===== config.mk =====
export PLATFORM = sky130hd
export DESIGN_NAME = gnr_cycle_detect_flat
export DESIGN_NICKNAME = d
export VERILOG_FILES = /design/src/rtl/gnr_cycle_detect_pkg.sv /design/src/rtl/gnr_cycle_detect_if.sv /design/src/rtl/gnr_vec_cmp.sv /design/src/rtl/gnr_cycle_detect.sv /design/src/flat_wrapper.sv
export SDC_FILE = /design/constraint.sdc
export NUM_CORES = 1
export LEC_CHECK = 0
export CAP_MARGIN = 20
export CORE_MARGIN = 4
export CORE_UTILIZATION = 25
export DETAILED_ROUTE_END_ITERATION = 12
export HOLD_SLACK_MARGIN = 0.03
export MAX_ROUTING_LAYER = met4
export PLACE_DENSITY = 0.46
export SYNTH_ARGS = -nofsm -noshare
export SYNTH_HDL_FRONTEND = slang
export SYNTH_SLANG_ARGS = --single-unit

===== constraint.sdc =====
create_clock -name clk -period 15.1 [get_ports clk]
set_clock_uncertainty 0.05 [all_clocks]
set_input_delay 1.51 -clock clk [delete_from_list [all_inputs] [get_ports clk]]
set_output_delay 1.51 -clock clk [all_outputs]
set_load 0.01 [all_outputs]

===== src/rtl/gnr_cycle_detect_pkg.sv =====
// Shared types for the GNR cycle detector:
// controller state encoding and default counter width.
package gnr_cycle_detect_pkg;

    localparam int GNR_CNT_WIDTH = 32;

    typedef enum logic [2:0] {
        ST_IDLE    = 3'd0,
        ST_INIT    = 3'd1,
        ST_SEARCH  = 3'd2,
        ST_MEASURE = 3'd3,
        ST_RESULT  = 3'd4
    } gnr_state_e;

endpackage


===== src/rtl/gnr_cycle_detect_if.sv =====
// Result handshake bundle of the GNR cycle detector:
// valid/ready plus meet step, period and timeout fields.
interface gnr_cycle_detect_if
    import gnr_cycle_detect_pkg::*;
#(
    parameter int CNT_WIDTH = GNR_CNT_WIDTH
);

    logic                 res_valid;
    logic                 res_ready;
    logic [CNT_WIDTH-1:0] meet_steps;
    logic [CNT_WIDTH-1:0] period;
    logic                 timeout;

    modport master (
        output res_valid,
        output meet_steps,
        output period,
        output timeout,
        input  res_ready
    );

    modport slave (
        input  res_valid,
        input  meet_steps,
        input  period,
        input  timeout,
        output res_ready
    );

endinterface


===== src/rtl/gnr_vec_cmp.sv =====
// Combinational full-width equality of the tortoise and hare
// state vectors, shared by the search and measure phases.
module gnr_vec_cmp #(
    parameter int W = 16
) (
    input  logic [W-1:0] a,
    input  logic [W-1:0] b,
    output logic         eq
);

    assign eq = (a == b);

endmodule


===== src/rtl/gnr_cycle_detect.sv =====
// Floyd tortoise/hare cycle detector steering an external node
// array: finds the meet step, then measures the cycle period.
module gnr_cycle_detect
    import gnr_cycle_detect_pkg::*;
#(
    parameter int NUM_NODES = 16,
    parameter int CNT_WIDTH = GNR_CNT_WIDTH
) (
    input  logic                 clk,
    input  logic                 rst,
    input  logic                 start,
    input  logic [NUM_NODES-1:0] init_vec,
    input  logic [CNT_WIDTH-1:0] max_steps,
    input  logic [NUM_NODES-1:0] lat_s0,
    input  logic [NUM_NODES-1:0] lat_s1,
    output logic                 reset_nos,
    output logic [NUM_NODES-1:0] init_state,
    output logic                 start_s0,
    output logic                 start_s1,
    output logic                 busy,
    gnr_cycle_detect_if.master   res
);

    localparam logic [CNT_WIDTH:0]   C_ONE   = {{CNT_WIDTH{1'b0}}, 1'b1};
    localparam logic [CNT_WIDTH:0]   C_THREE = {{(CNT_WIDTH-1){1'b0}}, 2'b11};
    localparam logic [CNT_WIDTH-1:0] P_ONE   = {{(CNT_WIDTH-1){1'b0}}, 1'b1};

    gnr_state_e           state_q, state_d;
    logic [CNT_WIDTH:0]   c_q, c_d;
    logic [CNT_WIDTH-1:0] p_q, p_d;
    logic [CNT_WIDTH-1:0] max_q, max_d;
    logic [NUM_NODES-1:0] init_q, init_d;
    logic [CNT_WIDTH-1:0] meet_q, meet_d;
    logic [CNT_WIDTH-1:0] period_q, period_d;
    logic                 tout_q, tout_d;
    logic [CNT_WIDTH-1:0] k;
    logic                 cmp_cyc;
    logic                 eq;

    gnr_vec_cmp #(.W(NUM_NODES)) u_cmp (
        .a  (lat_s0),
        .b  (lat_s1),
        .eq (eq)
    );

    // Odd c >= 3: hare has taken 2k steps, tortoise k steps.
    assign k       = c_q[CNT_WIDTH:1];
    assign cmp_cyc = c_q[0] && (c_q >= C_THREE);

    always_comb begin
        state_d   = state_q;
        c_d       = c_q;
        p_d       = p_q;
        max_d     = max_q;
        init_d    = init_q;
        meet_d    = meet_q;
        period_d  = period_q;
        tout_d    = tout_q;
        reset_nos = 1'b0;
        start_s0  = 1'b0;
        start_s1  = 1'b0;
        unique case (state_q)
            ST_IDLE: begin
                if (start) begin
                    init_d   = init_vec;
                    max_d    = max_steps;
                    meet_d   = '0;
                    period_d = '0;
                    tout_d   = 1'b0;
                    c_d      = '0;
                    p_d      = '0;
                    state_d  = ST_INIT;
                end
            end
            ST_INIT: begin
                reset_nos = 1'b1;
                if (max_q == '0) begin
                    tout_d  = 1'b1;
                    state_d = ST_RESULT;
                end else begin
                    c_d     = C_ONE;
                    state_d = ST_SEARCH;
                end
            end
            ST_SEARCH: begin
                start_s0 = 1'b1;
                start_s1 = 1'b1;
                c_d      = c_q + C_ONE;
                if (cmp_cyc) begin
                    if (eq) begin
                        meet_d   = k;
                        p_d      = '0;
                        start_s0 = 1'b0;
                        start_s1 = 1'b0;
                        state_d  = ST_MEASURE;
                    end else if (k == max_q) begin
                        tout_d   = 1'b1;
                        meet_d   = k;
                        period_d = '0;
                        start_s0 = 1'b0;
                        start_s1 = 1'b0;
                        state_d  = ST_RESULT;
                    end
                end
            end
            ST_MEASURE: begin
                start_s1 = 1'b1;
                p_d      = p_q + P_ONE;
                if (p_q != '0) begin
                    if (eq) begin
                        period_d = p_q;
                        start_s1 = 1'b0;
                        state_d  = ST_RESULT;
                    end else if (p_q == max_q) begin
                        tout_d   = 1'b1;
                        period_d = '0;
                        state_d  = ST_RESULT;
                    end
                end
            end
            ST_RESULT: begin
                if (res.res_ready) state_d = ST_IDLE;
            end
            default: state_d = ST_IDLE;
        endcase
    end

    always_ff @(posedge clk or posedge rst) begin
        if (rst) begin
            state_q  <= ST_IDLE;
            c_q      <= '0;
            p_q      <= '0;
            max_q    <= '0;
            init_q   <= '0;
            meet_q   <= '0;
            period_q <= '0;
            tout_q   <= 1'b0;
        end else begin
            state_q  <= state_d;
            c_q      <= c_d;
            p_q      <= p_d;
            max_q    <= max_d;
            init_q   <= init_d;
            meet_q   <= meet_d;
            period_q <= period_d;
            tout_q   <= tout_d;
        end
    end

    assign busy           = (state_q != ST_IDLE);
    assign init_state     = init_q;
    assign res.res_valid  = (state_q == ST_RESULT);
    assign res.meet_steps = meet_q;
    assign res.period     = period_q;
    assign res.timeout    = tout_q;

endmodule


===== src/flat_wrapper.sv =====
// flat-port wrapper written by rule: the top's interface ports become plain ports
module gnr_cycle_detect_flat import gnr_cycle_detect_pkg::*;
#(
    parameter int NUM_NODES = 16,
    parameter int CNT_WIDTH = GNR_CNT_WIDTH
)
  (clk, rst, start, init_vec, max_steps, lat_s0, lat_s1, reset_nos, init_state, start_s0, start_s1, busy, res_res_valid, res_meet_steps, res_period, res_timeout, res_res_ready);
  gnr_cycle_detect_if #(.CNT_WIDTH(CNT_WIDTH)) res_i ();
  input  logic clk;
  input  logic rst;
  input  logic start;
  input  logic [NUM_NODES-1:0] init_vec;
  input  logic [CNT_WIDTH-1:0] max_steps;
  input  logic [NUM_NODES-1:0] lat_s0;
  input  logic [NUM_NODES-1:0] lat_s1;
  output logic reset_nos;
  output logic [NUM_NODES-1:0] init_state;
  output logic start_s0;
  output logic start_s1;
  output logic busy;
  output wire logic [$bits(res_i.res_valid)-1:0] res_res_valid;
  output wire logic [$bits(res_i.meet_steps)-1:0] res_meet_steps;
  output wire logic [$bits(res_i.period)-1:0] res_period;
  output wire logic [$bits(res_i.timeout)-1:0] res_timeout;
  input wire logic [$bits(res_i.res_ready)-1:0] res_res_ready;
  assign res_res_valid = res_i.res_valid;
  assign res_meet_steps = res_i.meet_steps;
  assign res_period = res_i.period;
  assign res_timeout = res_i.timeout;
  assign res_i.res_ready = res_res_ready;
  gnr_cycle_detect #(.NUM_NODES(NUM_NODES), .CNT_WIDTH(CNT_WIDTH)) u_core (.clk(clk), .rst(rst), .start(start), .init_vec(init_vec), .max_steps(max_steps), .lat_s0(lat_s0), .lat_s1(lat_s1), .reset_nos(reset_nos), .init_state(init_state), .start_s0(start_s0), .start_s1(start_s1), .busy(busy), .res(res_i));
endmodule

==> impl_metrics.env, run 1 <==
export IMPL_status="finished clean"
export IMPL_critPathMaxFanout=9
export IMPL_rows=70
export IMPL_io_pins=170
export IMPL_maxCapViolations=0
export IMPL_cts_max_path_buffers=2
export IMPL_cts_tree="done"
export IMPL_cpPeakStageDelay_ps=490
export IMPL_path_class="in2out"
export IMPL_fmax_ghz=0.177
export IMPL_p_leak_nw=5.09
export IMPL_hold_viol_final=0
export IMPL_drt_iter0_drc=504
export IMPL_regToRegSetupSlack_ps=11730
export IMPL_grt_pass1_vias=7467
export IMPL_antenna_found_initial=0
export IMPL_power_mw=1.82
export IMPL_grt_start_max_net_pins=72
export IMPL_drt_first_pass_iters=5
export IMPL_setup_violations=0
export IMPL_syn_cell_area_mm2=0.00937
export IMPL_clk_latency_ps=450
export IMPL_die_area_mm2=0.0406
export IMPL_wl_per_cell_um=19.5
export IMPL_avgSynthCellArea_um2=10.2
export IMPL_final_antenna_net_count=0
export IMPL_ys_types=57
export IMPL_grt_overflow_total=0
export IMPL_hold_depth=1
export IMPL_reg2reg_to="u_core.res.period[0]$_DFFE_PP0P_"
export IMPL_drive_gt1_share_pct=11.0
export IMPL_rr_worst_depth=7
export IMPL_switchingPower_mw=0.699
export IMPL_fin_setup_tns_ps=0
export IMPL_clk_pin_slew_ps=70
export IMPL_drc=0
export IMPL_hold_buffers=0
export IMPL_grt_setup_unrepaired="no"
export IMPL_cts_setup_buffers=0
export IMPL_synth_warnings=0
export IMPL_die_w_um=202
export IMPL_core_mm2=0.0368
export IMPL_drt_wl_total_um=29800
export IMPL_final_max_slew_viol_count=0
export IMPL_seq_area_frac_synth_pct=48.3
export IMPL_crit_buf_inv=2
export IMPL_grt_pass1_wl_um=46700
export IMPL_ctsHtreeMaxLevel=4
export IMPL_hpwl_um=21400
export IMPL_switching_share_pct=38.3
export IMPL_diodes=0
export IMPL_crit_chain="clkdlybuf4s50_1 > xor2_1 > nor4_1 > nand4_1 > o211ai_1 > o21a_1 > nand2_1 > clkdlybuf4s50_1"
export IMPL_synthFlopType="dfrtp_1"
export IMPL_crit_path_top_delay_cell="clkdlybuf4s50_1"
export IMPL_finalCritPeriodShare_pct=37.4
export IMPL_min_path_type="reg2reg"
export IMPL_ctsResizeCount=0
export IMPL_synth_cells=916
export IMPL_intPower_mw=1.13
export IMPL_synth_area_top_cells="dfrtp_1 48%, xor2_1 6.4%, mux2_2 6.1%"
export IMPL_final_nets=1132
export IMPL_crit_family="simple AND/OR/NAND/NOR gates"
export IMPL_synth_top_cell_area_share_pct=48.3
export IMPL_die_y_um=202
export IMPL_area_growth_syn_to_layout_pct=28.1
export IMPL_worst_slew_pin_slew_ps=945
export IMPL_vias=7238
export IMPL_p_seq_share_pct=39.9
export IMPL_via_per_inst=4.74
export IMPL_crit_path_start_kind="input pin"
export IMPL_synth_edf_count=0
export IMPL_io_buffers=169
export IMPL_endpoint_kind="output pin"
export IMPL_timing_rr_start="u_core.state_q[2]$_DFFE_PP0P_"
export IMPL_p_comb_share_pct=33.9
export IMPL_grt_use_total_pct=15.2
export IMPL_synth_seq_cells=181
export IMPL_gp_congestion=0.804
export IMPL_clock_power_share_pct=26.2
export IMPL_cts_root_buf="clkbuf_16"
export IMPL_syn_nets=1003
export IMPL_yosysTopAreaCell="dfrtp_1"
export IMPL_cts_made_buffers=17
export IMPL_peakVddDrop_v=0.0000897
export IMPL_start_util_pct=25.5
export IMPL_ys_async_sr_fraction_pct=100
export IMPL_period_minus_slack_ps=5650
export IMPL_min_delay_start="u_core.init_state[6]$_DFFE_PP0P_"
export IMPL_p_per_area_mw_per_mm2=152
export IMPL_crit_path_frequent_cell="clkdlybuf4s50_1"
export IMPL_hold_path_end="u_core.init_state[6]$_DFFE_PP0P_"
export IMPL_slew_headroom_pct=36.9
export IMPL_crit_required_ps=13540
export IMPL_cp_arrival_ps=4090
export IMPL_cts_sinks=181
-- state kept, by name, summed over array words and instances (netlist names) --
signal                 cells
u_core.p_q                32
u_core.res.period         32
u_core.max_q              32
u_core.res.meet_steps     32
u_core.res.timeout         1
u_core.init_state         16
u_core.c_q                33
u_core.state_q             3
-- worst max-delay path by stage --
stage          depth (start not counted)                        end  startpoint  slack (ps)
3_3_place_gp                           8                   start_s1  lat_s1[14]        9360
5_1_grt                                8                   start_s1  lat_s1[14]        9190
2_1_floorplan                          1  u_core.c_q[0]$_DFFE_PP0P_         rst        8620
3_5_place_dp                           8                   start_s1  lat_s1[14]        9320
6_report                               8                   start_s1  lat_s1[10]        9450
4_1_cts                                8                   start_s1  lat_s1[10]        9320
-- power by group through the flow --
| stage | combinational, mW | sequential, mW | clock [mW] |
|---|---|---|---|
| floorplan | 0.450 | 0.664 | 0 |
| global placement | 0.621 | 0.735 | 0 |
| detailed placement | 0.623 | 0.737 | 0 |
| CTS | 0.626 | 0.728 | 0.492 |
| global route | 0.684 | 0.742 | 0.509 |
| finish | 0.618 | 0.728 | 0.478 |
-- through the flow --
step / utilization, % / instance area [um^2] / hold WS, ps / instances / setup WS, ps
after global placement: 30.9 / 11400 / 439 / 1492 / 9360
after floorplan: - / 9370 / 460 / 916 / 8620
final: 32.6 / 12000 / 456 / 1526 / 9450
after CTS: 32.6 / 12000 / 463 / 1524 / 9320
after global routing: 32.6 / 12000 / 472 / 1526 / 9190
after detailed placement: 30.9 / 11400 / 442 / 1492 / 9320
-- worst register-to-register path: cells and delay by family (launching register included) --
| family | cells | cell delay (ps) |
|---|---|---|
| AND/OR/NAND/NOR | 2 | 900 |
| flip-flops | 1 | 650 |
| buffers and inverters | 2 | 640 |
| multiplexers | 1 | 580 |
| AO/OA/AOI/OAI | 2 | 440 |
-- synthesized netlist by cell type (all sizes together) (3+ instances only) --
| library cell | count |
|---|---|
| nor2 | 64 |
| mux2i | 31 |
| dfrtp | 181 |
| nand4 | 31 |
| nor3 | 13 |
| a22o | 31 |
| nor4 | 37 |
| xnor2 | 41 |
| a21o | 4 |
| xor2 | 69 |
| a211oi | 3 |
| inv | 45 |
| o41ai | 3 |
| nand2 | 85 |
| o21ai | 57 |
| mux2 | 51 |
| ha | 3 |
| and4 | 4 |
| buf | 40 |
| o31ai | 7 |
| clkbuf | 29 |
| nand3 | 25 |
| a21oi | 11 |
| and3 | 15 |
| a31oi | 13 |
-- area by class of cell --
cell class	count	area (um^2)
fill	3810	24800
sequential	181	4530
multi-input combinational	621	4320
timing repair buffer	179	1770
tap	468	586
clock buffer	19	443
inverter	45	174
clock inverter	13	170
-- cells by family after synthesis --
| logic type | synth area share [%] |
|---|---|
| flops | 48.3 |
| mux | 9.44 |
| buf+inv | 5.65 |
| xor+xnor | 10.3 |
| fa+ha+maj | 0.401 |
| simple gates | 15.9 |
| compound gates | 10.0 |
-- metal layers --
metal	routed length, um	track usage [%]	up-vias	share of wire, %
met5	0	-	-	0
met4	563	4.54	0	1.9
met3	1280	3.35	32	4.3
met2	14100	23.7	166	47
met1	13800	20.0	3593	46
li1	-	-	3447	-
-- layout by cell type (no fill, tap or decap), drive strengths merged, types with 3 or more instances in the layout --
cell           Yosys  final
o41ai              3      3
inv               45     48
a31oi             13     13
mux2              51     51
xor2              69     69
clkbuf            29     20
nor2              64     64
o21ai             57     57
nor3              13     13
ha                 3      3
nor4              37     37
nand3             25     25
a21oi             11     11
and4               4      4
xnor2             41     41
nand2             85     85
o31ai              7      7
bufinv             0      3
a22o              31     31
a21o               4      4
and3              15     15
mux2i             31     31
dfrtp            181    181
clkinvlp           0      6
clkdlybuf4s50      0    169
buf               40      9
nand4             31     31
a211oi             3      3
No activity file was read; power rests on OpenSTA's default activity.
==> run 2: changes to the inputs <==
PLACE_DENSITY = 0.48   (was 0.46)
clock period = 4.8 ns   (was 15.1 ns; I/O delays follow)
==> run 2 against run 1 <==
  * Routed wire length fell by 0.65%
  * Largest power group unchanged
  * Sequential share of layout area fell by 0.055 points
  * Clock-buffer cell count did not move
  * Combinational power rose to 3.2 times the previous value
==> impl_metrics.env, run 2 (same netlist as run 1, synthesis figures left out) <==
export IMPL_crit_path_top_delay_cell="clkdlybuf4s50_1"
export IMPL_final_antenna_net_count=0
export IMPL_fmax_ghz=0.272
export IMPL_cts_made_buffers=17
export IMPL_grt_pass1_wl_um=46500
export IMPL_p_per_area_mw_per_mm2=474
export IMPL_crit_chain="clkdlybuf4s50_1 > xor2_1 > nor4_1 > nand4_1 > o211ai_1 > o21a_1 > nand2_1 > clkdlybuf4s50_1"
export IMPL_gp_congestion=0.828
export IMPL_vias=7313
export IMPL_antenna_found_initial=0
export IMPL_cts_root_buf="clkbuf_16"
export IMPL_ctsResizeCount=0
export IMPL_status="finished clean"
export IMPL_die_y_um=202
export IMPL_cp_arrival_ps=3140
export IMPL_slew_headroom_pct=36.1
export IMPL_start_util_pct=25.5
export IMPL_setup_violations=0
export IMPL_hpwl_um=21700
export IMPL_via_per_inst=4.78
export IMPL_finalCritPeriodShare_pct=76.5
export IMPL_power_mw=5.69
export IMPL_grt_use_total_pct=15.0
export IMPL_regMostFlops="u_core.c_q"
export IMPL_p_leak_nw=5.12
export IMPL_drt_first_pass_iters=5
export IMPL_grt_pass1_vias=7510
export IMPL_diodes=0
export IMPL_place_area_mm2=0.0114
export IMPL_drive_gt1_share_pct=11.3
export IMPL_drt_wl_total_um=29600
export IMPL_drt_iter0_drc=494
export IMPL_hold_viol_final=0
export IMPL_largest_reg_flops=33
export IMPL_clk_pin_slew_ps=80
export IMPL_critPathMaxFanout=9
export IMPL_rows=70
export IMPL_grt_start_max_net_pins=110
export IMPL_period_minus_slack_ps=3670
export IMPL_wl_per_cell_um=19.4
export IMPL_final_nets=1135
export IMPL_grt_overflow_total=0
export IMPL_cts_setup_buffers=0
export IMPL_cts_tree="done"
export IMPL_worst_slew_pin_slew_ps=958
export IMPL_io_pins=170
export IMPL_final_cell_mix="181 x dfrtp_1, 169 x clkdlybuf4s50_1, 83 x nand2_1"
export IMPL_peakVddDrop_v=0.000279
export IMPL_final_max_slew_viol_count=0
export IMPL_crit_path_start_kind="input pin"
export IMPL_maxCapViolations=0
export IMPL_endpoint_kind="output pin"
export IMPL_drc=0
export IMPL_min_path_type="in2async"
export IMPL_ctsHtreeMaxLevel=4
export IMPL_cpPeakStageDelay_ps=490
export IMPL_cts_sinks=181
export IMPL_crit_path_frequent_cell="clkdlybuf4s50_1"
export IMPL_final_common_cell="dfrtp_1"
export IMPL_crit_required_ps=4270
export IMPL_fin_setup_tns_ps=0
export IMPL_hold_buffers=0
export IMPL_cp_startpoint="lat_s1[1]"
export IMPL_fin_area_mm2=0.0120
export IMPL_path_class="in2out"
export IMPL_area_growth_syn_to_layout_pct=28.2
export IMPL_cts_max_path_buffers=2
export IMPL_core_mm2=0.0368
export IMPL_die_w_um=202
export IMPL_io_buffers=169
export IMPL_grt_setup_unrepaired="no"
export IMPL_fin_util_pct=32.7
export IMPL_timing_rr_start="u_core.state_q[2]$_DFFE_PP0P_"
export IMPL_clk_latency_ps=440
export IMPL_die_area_mm2=0.0406
-- run 2: changes by cell type in the layout (fill, tap and decap cells not counted) --
cell	delta
clkinv_4	+2
clkinvlp_4	-4
buf_4	+2
clkbuf_1	-1
buf_12	+1
clkbuf_8	+1
bufinv_16	-1
clkinv_2	+3
-- run 2: cell type report --
| class | count | area, um^2 |
|---|---|---|
| clock buffer | 19 | 453 |
| clock inverter | 13 | 144 |
| fill | 3816 | 24800 |
| inverter | 45 | 173 |
| multi-input combinational | 621 | 4320 |
| sequential | 181 | 4530 |
| tap | 468 | 586 |
| timing repair buffer | 182 | 1810 |
-- run 2: per-stage QoR --
stage	cells	setup slack, ps	hold slack (ps)
detailed placement	1496	963	445
finish	1529	1130	434
global placement	1495	1010	439
CTS	1528	960	462
global route	1529	781	474
floorplan	916	1950	460
-- run 2: worst paths after layout --
check                                               endpoint  slack, ps  depth (start not counted)
min in group clk            u_core.init_state[7]$_DFFE_PP0P_        460                          1
setup / recovery                                    start_s1       1130                          8
hold reg to reg             u_core.init_state[7]$_DFFE_PP0P_        460                          1
hold / removal              u_core.init_state[2]$_DFFE_PP0P_        430                          3
setup reg to reg           u_core.res.period[28]$_DFFE_PP0P_       1720                          7
max in group asynchronous         u_core.p_q[24]$_DFFE_PP0P_       3250                          4
-- run 2: worst max-delay path: cells and delay by family --
family	cells	cell delay [ps]
buffers and inverters	2	900
and+or+nand+nor	3	980
AOI/OAI and AO/OA	2	610
xor gates and xnor gates	1	160
-- run 2: routing by layer --
metal	track usage, %	vias to the layer above	share of wire (%)
li1	-	3456	-
met1	19.9	3644	46
met4	3.69	0	1.5
met5	-	-	0
met2	23.7	185	48
met3	2.88	28	4.4
-- run 2: report_power, final --
group | internal, mW | total [mW] | switching, mW
clock network | 0.803 | 1.45 | 0.647
registers | 1.79 | 2.28 | 0.485
logic | 0.919 | 1.97 | 1.05
==> variant (flow settings as in run 1) <==
`c_q` and `p_q` no longer have a reset.
--- a/src/rtl/gnr_cycle_detect.sv
+++ b/src/rtl/gnr_cycle_detect.sv
@@ -129,6 +129,4 @@
         if (rst) begin
             state_q  <= ST_IDLE;
-            c_q      <= '0;
-            p_q      <= '0;
             max_q    <= '0;
             init_q   <= '0;
@@ -138,6 +136,4 @@
         end else begin
             state_q  <= state_d;
-            c_q      <= c_d;
-            p_q      <= p_d;
             max_q    <= max_d;
             init_q   <= init_d;
@@ -146,4 +142,9 @@
             tout_q   <= tout_d;
         end
+    end
+
+    always_ff @(posedge clk) begin
+        c_q <= c_d;
+        p_q <= p_d;
     end
 
Check against the original RTL: same outputs for any inputs over 4 cycles, from zero or initial values and one cycle with rst high; that may be too few to reach the edited logic, so the function may still have changed.
==> variant against run 1 <==
  * Maximum frequency decreased by 1.8%
  * Non-clock buffer count unchanged
  * Sequential cell count unchanged
  * Wire length decreased by 12%
  * Combinational power increased by 30%
  * Utilization increased by 0.18 points
  * Total power increased by 27%
  * Cell count decreased by 8.2%
  * Synthesized cell count decreased by 15%
  * Synthesized area decreased by 3.4%
  * Sequential share of layout area increased by 3.8 points
  * Cell area decreased by 2.5%
  * Setup slack got worse by 0.11 ns
  * Highest routed layer unchanged
==> variant: results (changes against run 1) <==
| Metric | Value |
|---|---|
| Final GP Congestion | `0.791 (was 0.804)` |
| Wl on met1 | `12300 um (was 13800 um)` |
| Worst-path maximum fanout | `10 (was 9)` |
| Met2 Resource Use GR | `21.5% (was 23.7%)` |
| Die W | `198 um (was 202 um)` |
| Setup Slack @ Placement | `9.32 ns (about the same)` |
| WL met2 | `12700 um (was 14100 um)` |
| GR Util met1 | `19.0% (was 20.0%)` |
| Max_slew headroom | `43.2% (was 36.9%)` |
| Comb group | `0.804 mW (was 0.618 mW)` |
| CP Data Arrival Time | `4.19 ns (was 4.09 ns)` |
| Detail Placement HPWL | `19600 um (was 21400 um)` |
| Synth area leaders | `dfrtp_1 (32%), edfxtp_1 (22%), xor2_1 (7.6%), mux2_2 (6.5%), a22o_1 (6.0%) (was dfrtp_1 (48%), xor2_1 (6.4%), mux2_2 (6.1%), xnor2_1 (3.8%), nand2_1 (3.3%))` |
| Cell variety after synth | `46 (was 57)` |
| Asr flop ratio synth | `64.1% (was 100%)` |
| Post-synthesis mux area share | `6.47% (was 9.44%)` |
| Antenna violations before repair | `2 (was 0)` |
| Compound-Gate Fraction of Synth Area | `7.94% (was 10.0%)` |
| Leakage | `4.38 nW (was 5.09 nW)` |
| Pin count of the biggest net entering global routing | `78 (was 72)` |
| Post-Synth Adder-Cell Area | `0.415% (was 0.401%)` |
| Final wirelength | `26400 um (was 29800 um)` |
| Number of synthesized flops with an enable pin | `65 (was 0)` |
| Post-Synth XOR/XNOR Area | `13.0% (was 10.3%)` |
| Post-CTS sizing | `0 (unchanged)` |
| Seq/Total Area, Yosys | `53.6% (was 48.3%)` |
| Nets@finish | `1012 (was 1132)` |
| Vias in the first global route | `6558 (was 7467)` |
| Outcome | `finished, final reports clean (unchanged)` |
| Vias/cell | `4.65 (was 4.74)` |
| Area of placed instances | `11100 um2 (was 11400 um2)` |
| Met3 usage | `2.48% (was 3.35%)` |
| GRT Util Overall | `13.9% (was 15.2%)` |
| Detailed Route Iter0 Violations | `387 (was 504)` |
| First-pass GRT wire length | `40900 um (was 46700 um)` |
| Max reg flops | `33 (unchanged)` |
| Synth cell count leaders | `dfrtp_1 (116), nor2_1 (82), xor2_1 (79) (was dfrtp_1 (181), nand2_1 (83), xor2_1 (69))` |
| WL met3 | `966 um (was 1280 um)` |
| Dpl cells | `1365 (was 1492)` |
-- variant: cell count changes after synthesis, sizes merged, moves of 10 or more --
cell	before	now
buf	40	29
edfxtp	0	65
nor2	64	82
xor2	69	79
inv	45	14
a22o	31	62
o21ai	57	11
dfrtp	181	116
mux2i	31	0
nand2	85	30
xnor2	41	55
a31oi	13	0
and3	15	4
-- variant: area by class of cell --
class | count | area, um2
clock buffers | 19 | 454
well taps | 461 | 577
diodes | 2 | 5.00
inverters | 14 | 55.1
multi-input cells | 532 | 3840
flip-flops and latches | 181 | 4850
repair buffers | 179 | 1810
fillers | 3616 | 24000
clock inverters | 13 | 96.3
-- variant: kinds of logic (layout without fill, tap and decap cells) --
family / Yosys count / in the layout
AOI/OAI and AO/OA: 92 / 92
xor gates and xnor gates: 134 / 134
adders and majority gates: 3 / 3
buffers and inverters: 69 / 225
DFF: 181 / 181
muxes: 52 / 52
other: 0 / 2
and+or+nand+nor: 251 / 251
-- variant: critical path, stage by stage --
cell and delay, ns:
clkdlybuf4s50_1 0.42, xor2_1 0.16, nor4_1 0.33, nand4_1 0.47, o21ai_0 0.23, a21oi_1 0.08
or2_2 0.32, o21bai_1 0.16, clkdlybuf4s50_1 0.51
-- variant: final timing paths --
path                                           start  slack (ns)                         to  depth (start not counted)
setup / recovery                          lat_s1[14]        9.35                   start_s1                          9
hold / removal             u_core.res.meet_steps[16]        0.46  u_core.res.meet_steps[16]                          1
setup reg to reg                       u_core.c_q[3]       12.14  u_core.res.meet_steps[31]                          8
hold reg to reg            u_core.res.meet_steps[16]        0.46  u_core.res.meet_steps[16]                          1
max in group asynchronous                        rst       12.55   u_core.res.meet_steps[2]                          4
min in group asynchronous                        rst        1.41       u_core.init_state[3]                          2
